<file path="src/rtl/writeback_unit.sv">
// Write-back stage: selects the result source, drives the register-file write
// port (one write, or two on consecutive cycles for SWAP) and counts retired writes.
module writeback_unit #(
    parameter int DATA_W = 16,
    parameter int ADDR_W = 3,
    parameter int CNT_W  = 16
) (
    input  logic              i_clk,
    input  logic              i_reset,
    input  logic              i_valid,
    output logic              o_ready,
    input  logic              i_wb_en,
    input  logic [ADDR_W-1:0] i_wb_addr,
    input  logic [1:0]        i_src_sel,
    input  logic [DATA_W-1:0] i_alu_result,
    input  logic [DATA_W-1:0] i_mem_data,
    input  logic [DATA_W-1:0] i_in_port,
    input  logic              i_dual,
    input  logic [ADDR_W-1:0] i_wb_addr2,
    input  logic [DATA_W-1:0] i_data2,
    output logic              o_rf_write,
    output logic [ADDR_W-1:0] o_rf_write_addr,
    output logic [DATA_W-1:0] o_rf_write_data,
    output logic [CNT_W-1:0]  o_write_count
);

    typedef enum logic [0:0] {
        IDLE   = 1'b0,
        SECOND = 1'b1
    } state_t;

    state_t            state, state_next;
    logic              accept;
    logic              first_qual;
    logic [DATA_W-1:0] first_data;
    logic              wr_next;
    logic [ADDR_W-1:0] addr_next;
    logic [DATA_W-1:0] data_next;
    logic [ADDR_W-1:0] addr2_q, addr2_next;
    logic [DATA_W-1:0] data2_q, data2_next;

    // Ready is a pure function of state, so upstream never sees a combinational path.
    assign o_ready    = (state == IDLE);
    assign accept     = i_valid && o_ready;
    assign first_qual = i_wb_en && (i_src_sel != 2'b11);

    // Result-source mux for the first write; "none" yields zero but is never written.
    always_comb begin
        // NOTE: every variable assigned in always_comb gets a default first, so no path
        // leaves it unassigned and no latch is inferred.
        first_data = '0;
        case (i_src_sel)
            2'b00:   first_data = i_alu_result;
            2'b01:   first_data = i_mem_data;
            2'b10:   first_data = i_in_port;
            default: first_data = '0;
        endcase
    end

    // Next-state and next-write decode; address/data hold unless a write is issued.
    always_comb begin
        state_next = state;
        wr_next    = 1'b0;
        addr_next  = o_rf_write_addr;
        data_next  = o_rf_write_data;
        addr2_next = addr2_q;
        data2_next = data2_q;
        case (state)
            IDLE: begin
                if (accept) begin
                    if (first_qual) begin
                        wr_next   = 1'b1;
                        addr_next = i_wb_addr;
                        data_next = first_data;
                    end
                    if (i_dual) begin
                        addr2_next = i_wb_addr2;
                        data2_next = i_data2;
                        state_next = SECOND;
                    end
                end
            end
            SECOND: begin
                // Second write is unconditional: it belongs to an already-accepted SWAP.
                wr_next    = 1'b1;
                addr_next  = addr2_q;
                data_next  = data2_q;
                state_next = IDLE;
            end
            default: state_next = IDLE;
        endcase
    end

    // State, write port, latched second operand and retired-write counter.
    always_ff @(posedge i_clk or negedge i_reset) begin
        // NOTE: sequential state uses non-blocking assignments so every register samples
        // pre-edge values regardless of statement order.
        if (!i_reset) begin
            state           <= IDLE;
            o_rf_write      <= 1'b0;
            o_rf_write_addr <= '0;
            o_rf_write_data <= '0;
            addr2_q         <= '0;
            data2_q         <= '0;
            o_write_count   <= '0;
        end else begin
            state           <= state_next;
            o_rf_write      <= wr_next;
            o_rf_write_addr <= addr_next;
            o_rf_write_data <= data_next;
            addr2_q         <= addr2_next;
            data2_q         <= data2_next;
            if (wr_next) begin
                o_write_count <= o_write_count + CNT_W'(1);
            end
        end
    end

endmodule

</file>
<file path="config.mk">
export PLATFORM = sky130hd
export DESIGN_NAME = writeback_unit
export DESIGN_NICKNAME = d
export VERILOG_FILES = /design/src/rtl/writeback_unit.sv
export SDC_FILE = /design/constraint.sdc
export NUM_CORES = 1
export LEC_CHECK = 0
export ABC_AREA = 1
export BUFFER_PORTS_ARGS = -buffer_cell sky130_fd_sc_hd__buf_2
export CORE_MARGIN = 4
export CORE_UTILIZATION = 45
export DETAILED_ROUTE_END_ITERATION = 10
export PLACE_DENSITY = 0.75
export SYNTH_ARGS = -nofsm -noshare
export SYNTH_HDL_FRONTEND = slang
export SYNTH_SLANG_ARGS = --single-unit
</file>
<file path="constraint.sdc">
create_clock -name i_clk -period 3.2 [get_ports i_clk]
set_input_delay 0.48 -clock i_clk [delete_from_list [all_inputs] [get_ports i_clk]]
set_output_delay 0.48 -clock i_clk [all_outputs]
set_load 0.005 [all_outputs]
</file>
# == After elaboration in Yosys (flattened, before gate mapping) ==
# Cells that the tools add are included.
# Widths: inputs -> output; s select.
# classes
addsub,1
n_eq_ne,5
n_mux,13
bitwise,1
reduce_logical,5
# op_table
operator,n
$pmux 16 s3,1
$mux 16,2
$pmux 16 s2,1
$add 16x1->16 const B,1
$mux 3,2
$pmux 3 s2,1
$mux 1,4
$ne 2x1->1 const B,2
$pmux 1 s2,2
$reduce_and 3->1,1
$eq 2x1->1 const B,1
$eq 2x2->1 const B,1
$logic_and 1x1->1,2
$logic_not 2->1,1
$ne 2x2->1 const B,1
$reduce_and 2->1,1
$not 1->1,1
# word_totals
register_bits,56
in_bits,77

# == Logic depth before layout (Yosys ltp) ==
# depth
depth_word,5
depth_mapped,9

# == Worst setup path after synthesis ==
# Ideal clock, no wire load.
# synth_path
path_type,reg2reg
startpoint,reg o_write_count[0]
endpoint,reg o_write_count[10]
setup_ns,0.123
arrival_time_ns,1.285
required_time_ns,3.077
path_slack_ns,1.792
path_stages_with_launch,9
n_path_buf,0
synth_period_minus_slack_ns,1.408
cell_sequence,dfrtp_1 -> ha_1 -> nand2_1 -> nor2_2 -> nand2_1 -> nor2_1 -> nand2_1 -> o21ai_0 -> nand2_1
# synth_between
elab_chain_cells,1
# synth_rtl
element,line,source
"start, declared",24,output logic [CNT_W-1:0] o_write_count
"start signal, assigned",114,o_write_count <= o_write_count + CNT_W'(1);
$add 16x1->16,114,
# No other way between the ends.
# A chain may end at the register's enable or synchronous reset.

# == Worst setup path in the final report ==
# layout_path
startpoint,reg state
endpoint,reg o_rf_write_data[6]
# layout_between
elab_chain_cells,4
word_cells_on_any_way,6
# layout_rtl
element,line,source
"start, declared",32,"state_t state, state_next;"
"start signal, assigned",107,state <= state_next;
$not 1->1 (no source line),--,
$logic_and 1x1->1,44,assign accept = i_valid && o_ready;
$ne 2x1->1 (no source line),--,
$reduce_and 2->1 (no source line),--,
"end signal, assigned",110,o_rf_write_data <= data_next;
"end, declared",23,"output logic [DATA_W-1:0] o_rf_write_data,"
# Parallel ways exist; a longest one is shown, timed or not.

==> results.txt <==
DR WL/cell: 13.1 um
Worst-skew pair later-pin latency: 310 ps
CTS Buffer Depth: 2
Top-count cell post-synth: nand2_1
YS warnings: 0
Final TNS setup: 0 ps
DR pass1 iterations: 5
Worst path required time: 3440 ps
Final setup fails: 0
Critical Path Fanout Max: 16
Hold buffers post-CTS: 0
Detailed placement HPWL: 5650 um
Synthesized cell area: 2780 um^2
Share of cells above drive strength 1: 26.8%
Unrepaired setup endpoints after global routing: false
Num ports: 114
Gr ovfl total: 0
Core Area: 5960 um^2
FF/Latch Area: 1400 um^2
Placed cell area: 3380 um^2
Setup bufs post-CTS: 0
Synthesized area per cell: 7.42 um^2
Unique cell type count in the Yosys netlist: 20
# resized after CTS: 0
Setup Skew: 7.46 ps
Vias in the first global route: 2569
Synthesized net count: 452
Via Count: 2750
Slew Limit Fails: 0
Most area-consuming cells after synthesis: dfrtp_1 (50%), nand2_1 (27%), nand3_1 (7.4%)
Post-synth ARST share: 100%
F_max: 527 MHz
Multi-input logic area: 1230 um^2
Diodes inserted: 0
CTS tree: yes
Die area: 7490 um^2
Leakage: 1.92 nW
Worst Reg-to-Reg Cells: 4
Layout filler cell count: 582
Final Critical Period: 1900 ps
Final instance area: 3490 um^2
R2R Path End: o_rf_write_data[6]$_DFFE_PN0P_
DRC: 0
VDD IR-drop max: 0.000306 V
Routed Antenna Nets: 0
Crit-path cells: buf_4 > nor3_2 > nand2_1 > nand3_1
Avg Vias per Cell: 4.91
H-tree depth: 2
PD cells: 507 nW/um^2
RD Place Congestion: 0.842
CTS Buf Count: 5
R2r startpoint: state$_DFF_PN0_
Worst hold path type: in -> async
Die H: 86.6 um
Synth top cells by count: nand2_1 (203), dfrtp_1 (56), nand3_1 (41), inv_1 (17), nor2_1 (16)
IO buf count: 113
Post-synthesis sequential area ratio: 50.5%
Slowest-stage cell, CP: nor3_2
Clock Sinks: 56
Largest net degree at the start of global routing: 37
Area share of the largest cell type after synthesis: 50.5%
Tot GR Track Use: 19.8%
Initial Utilization: 46.6%
Ys flop type: dfrtp_1
DR iter-0 viols: 156
Status: finished, final reports clean
Slew HR: 34.9%
Arr. time, crit path: 2140 ps
Die Width: 86.6 um
Routed wire length: 7330 um
Clk root buf: clkbuf_8
Period Utilization, post-route: 59.3%
Flops & latches, synth: 56
Fin nets: 562
Worst slew pin tran: 974 ps
Final Hold Fails: 0
Reg-to-reg slack, setup: 1300 ps
First-pass GRT wire length: 11800 um
Max cap viols: 0
Clk slew on worst S/H paths: 100 ps
Crit start category: flip-flop
CP endpoint kind: flip-flop
Delay of the slowest critical-path stage: 780 ps
Initial antenna violation count: 0
Synthesis-to-layout area growth: 25.8%
Row count: 28
Synthesized instance count: 374
Cell taking the most area after synthesis: dfrtp_1
Critical path type: reg -> reg
Number of synthesized flops with an enable pin: 0
-- registers in the layout, summed over array words and instances, names as in the netlist --
signal           cells
o_rf_write_data     16
o_write_count       16
o_rf_write           1
o_rf_write_addr      3
data2_q             16
addr2_q              3
state                1
-- worst max path at each step --
stage                                       from                              end  slack, ps  depth (start not counted)
global route                     state$_DFF_PN0_   o_rf_write_data[6]$_DFFE_PN0P_       1090                          4
detailed placement                  i_src_sel[1]  o_rf_write_data[14]$_DFFE_PN0P_       1220                          7
floorplan           o_write_count[0]$_DFFE_PN0P_    o_write_count[10]$_DFFE_PN0P_       1790                          8
CTS                              state$_DFF_PN0_   o_rf_write_data[6]$_DFFE_PN0P_       1230                          4
global placement                 state$_DFF_PN0_  o_rf_write_data[15]$_DFFE_PN0P_       1260                          4
finish                           state$_DFF_PN0_   o_rf_write_data[6]$_DFFE_PN0P_       1300                          4
-- layout by cell type, fill, tap and decap left out, types with 2 or more instances in the layout --
master,instances
a31oi_1,3
buf_2,113
buf_4,3
clkbuf_8,5
dfrtp_1,56
inv_1,17
nand2_1,203
nand3_1,41
nand4_1,4
nor2_1,16
nor2_2,3
o21ai_0,3
xnor2_1,7
xor2_1,2
-- cell type report --
class | count | share of cell area [%]
Clock inverter | 2 | 1.00
Multi-Input combinational cell | 287 | 35.3
Tap cell | 75 | 2.69
Inverter | 18 | 1.93
Clock buffer | 6 | 2.08
Timing Repair Buffer | 116 | 16.8
Sequential cell | 56 | 40.1
-- report_power, final --
group / internal (mW) / switching [mW] / leakage, nW
Sequential: 0.826 / 0.0915 / 0.702
Combinational: 0.180 / 0.214 / 1.16
Clock: 0.233 / 0.224 / 0.0552
-- stage by stage --
step	utilization, %	power, mW	instances	setup WS [ps]	hold slack [ps]
2_1_floorplan	-	1.12	374	1790	184
5_1_grt	58.6	1.88	560	1090	139
4_1_cts	58.6	1.79	560	1230	124
6_report	58.6	1.77	560	1300	113
3_5_place_dp	56.8	1.33	552	1220	464
3_3_place_gp	56.8	1.31	552	1260	457
-- kinds of logic (layout without fill, tap and decap cells) --
logic type      count (synthesis)  count (layout)  synth area share, %
buf+inv                        31             142                 5.09
fa+ha+maj                       1               1                0.451
xor+xnor                        9               9                 2.84
compound gates                  7               7                 1.80
simple gates                  270             270                 39.3
flops                          56              56                 50.5
-- routing by layer --
layer / GRT usage, % / vias up / share of wire (%) / routed length (um)
met1: 26.1 / 1245 / 43 / 3150
li1: - / 1381 / - / -
met5: 0 / - / 0 / 0
met4: 5.24 / 0 / 1.7 / 123
met3: 3.80 / 14 / 6.1 / 446
met2: 33.7 / 110 / 49 / 3600
-- critical path, delay by kind of cell, from the launching register on --
kind	cells	cell delay [ps]
AND/OR/NAND/NOR	3	1070
flip-flops	1	520
buffers and inverters	1	240
Note: power is estimated with default switching activity, not from simulation.
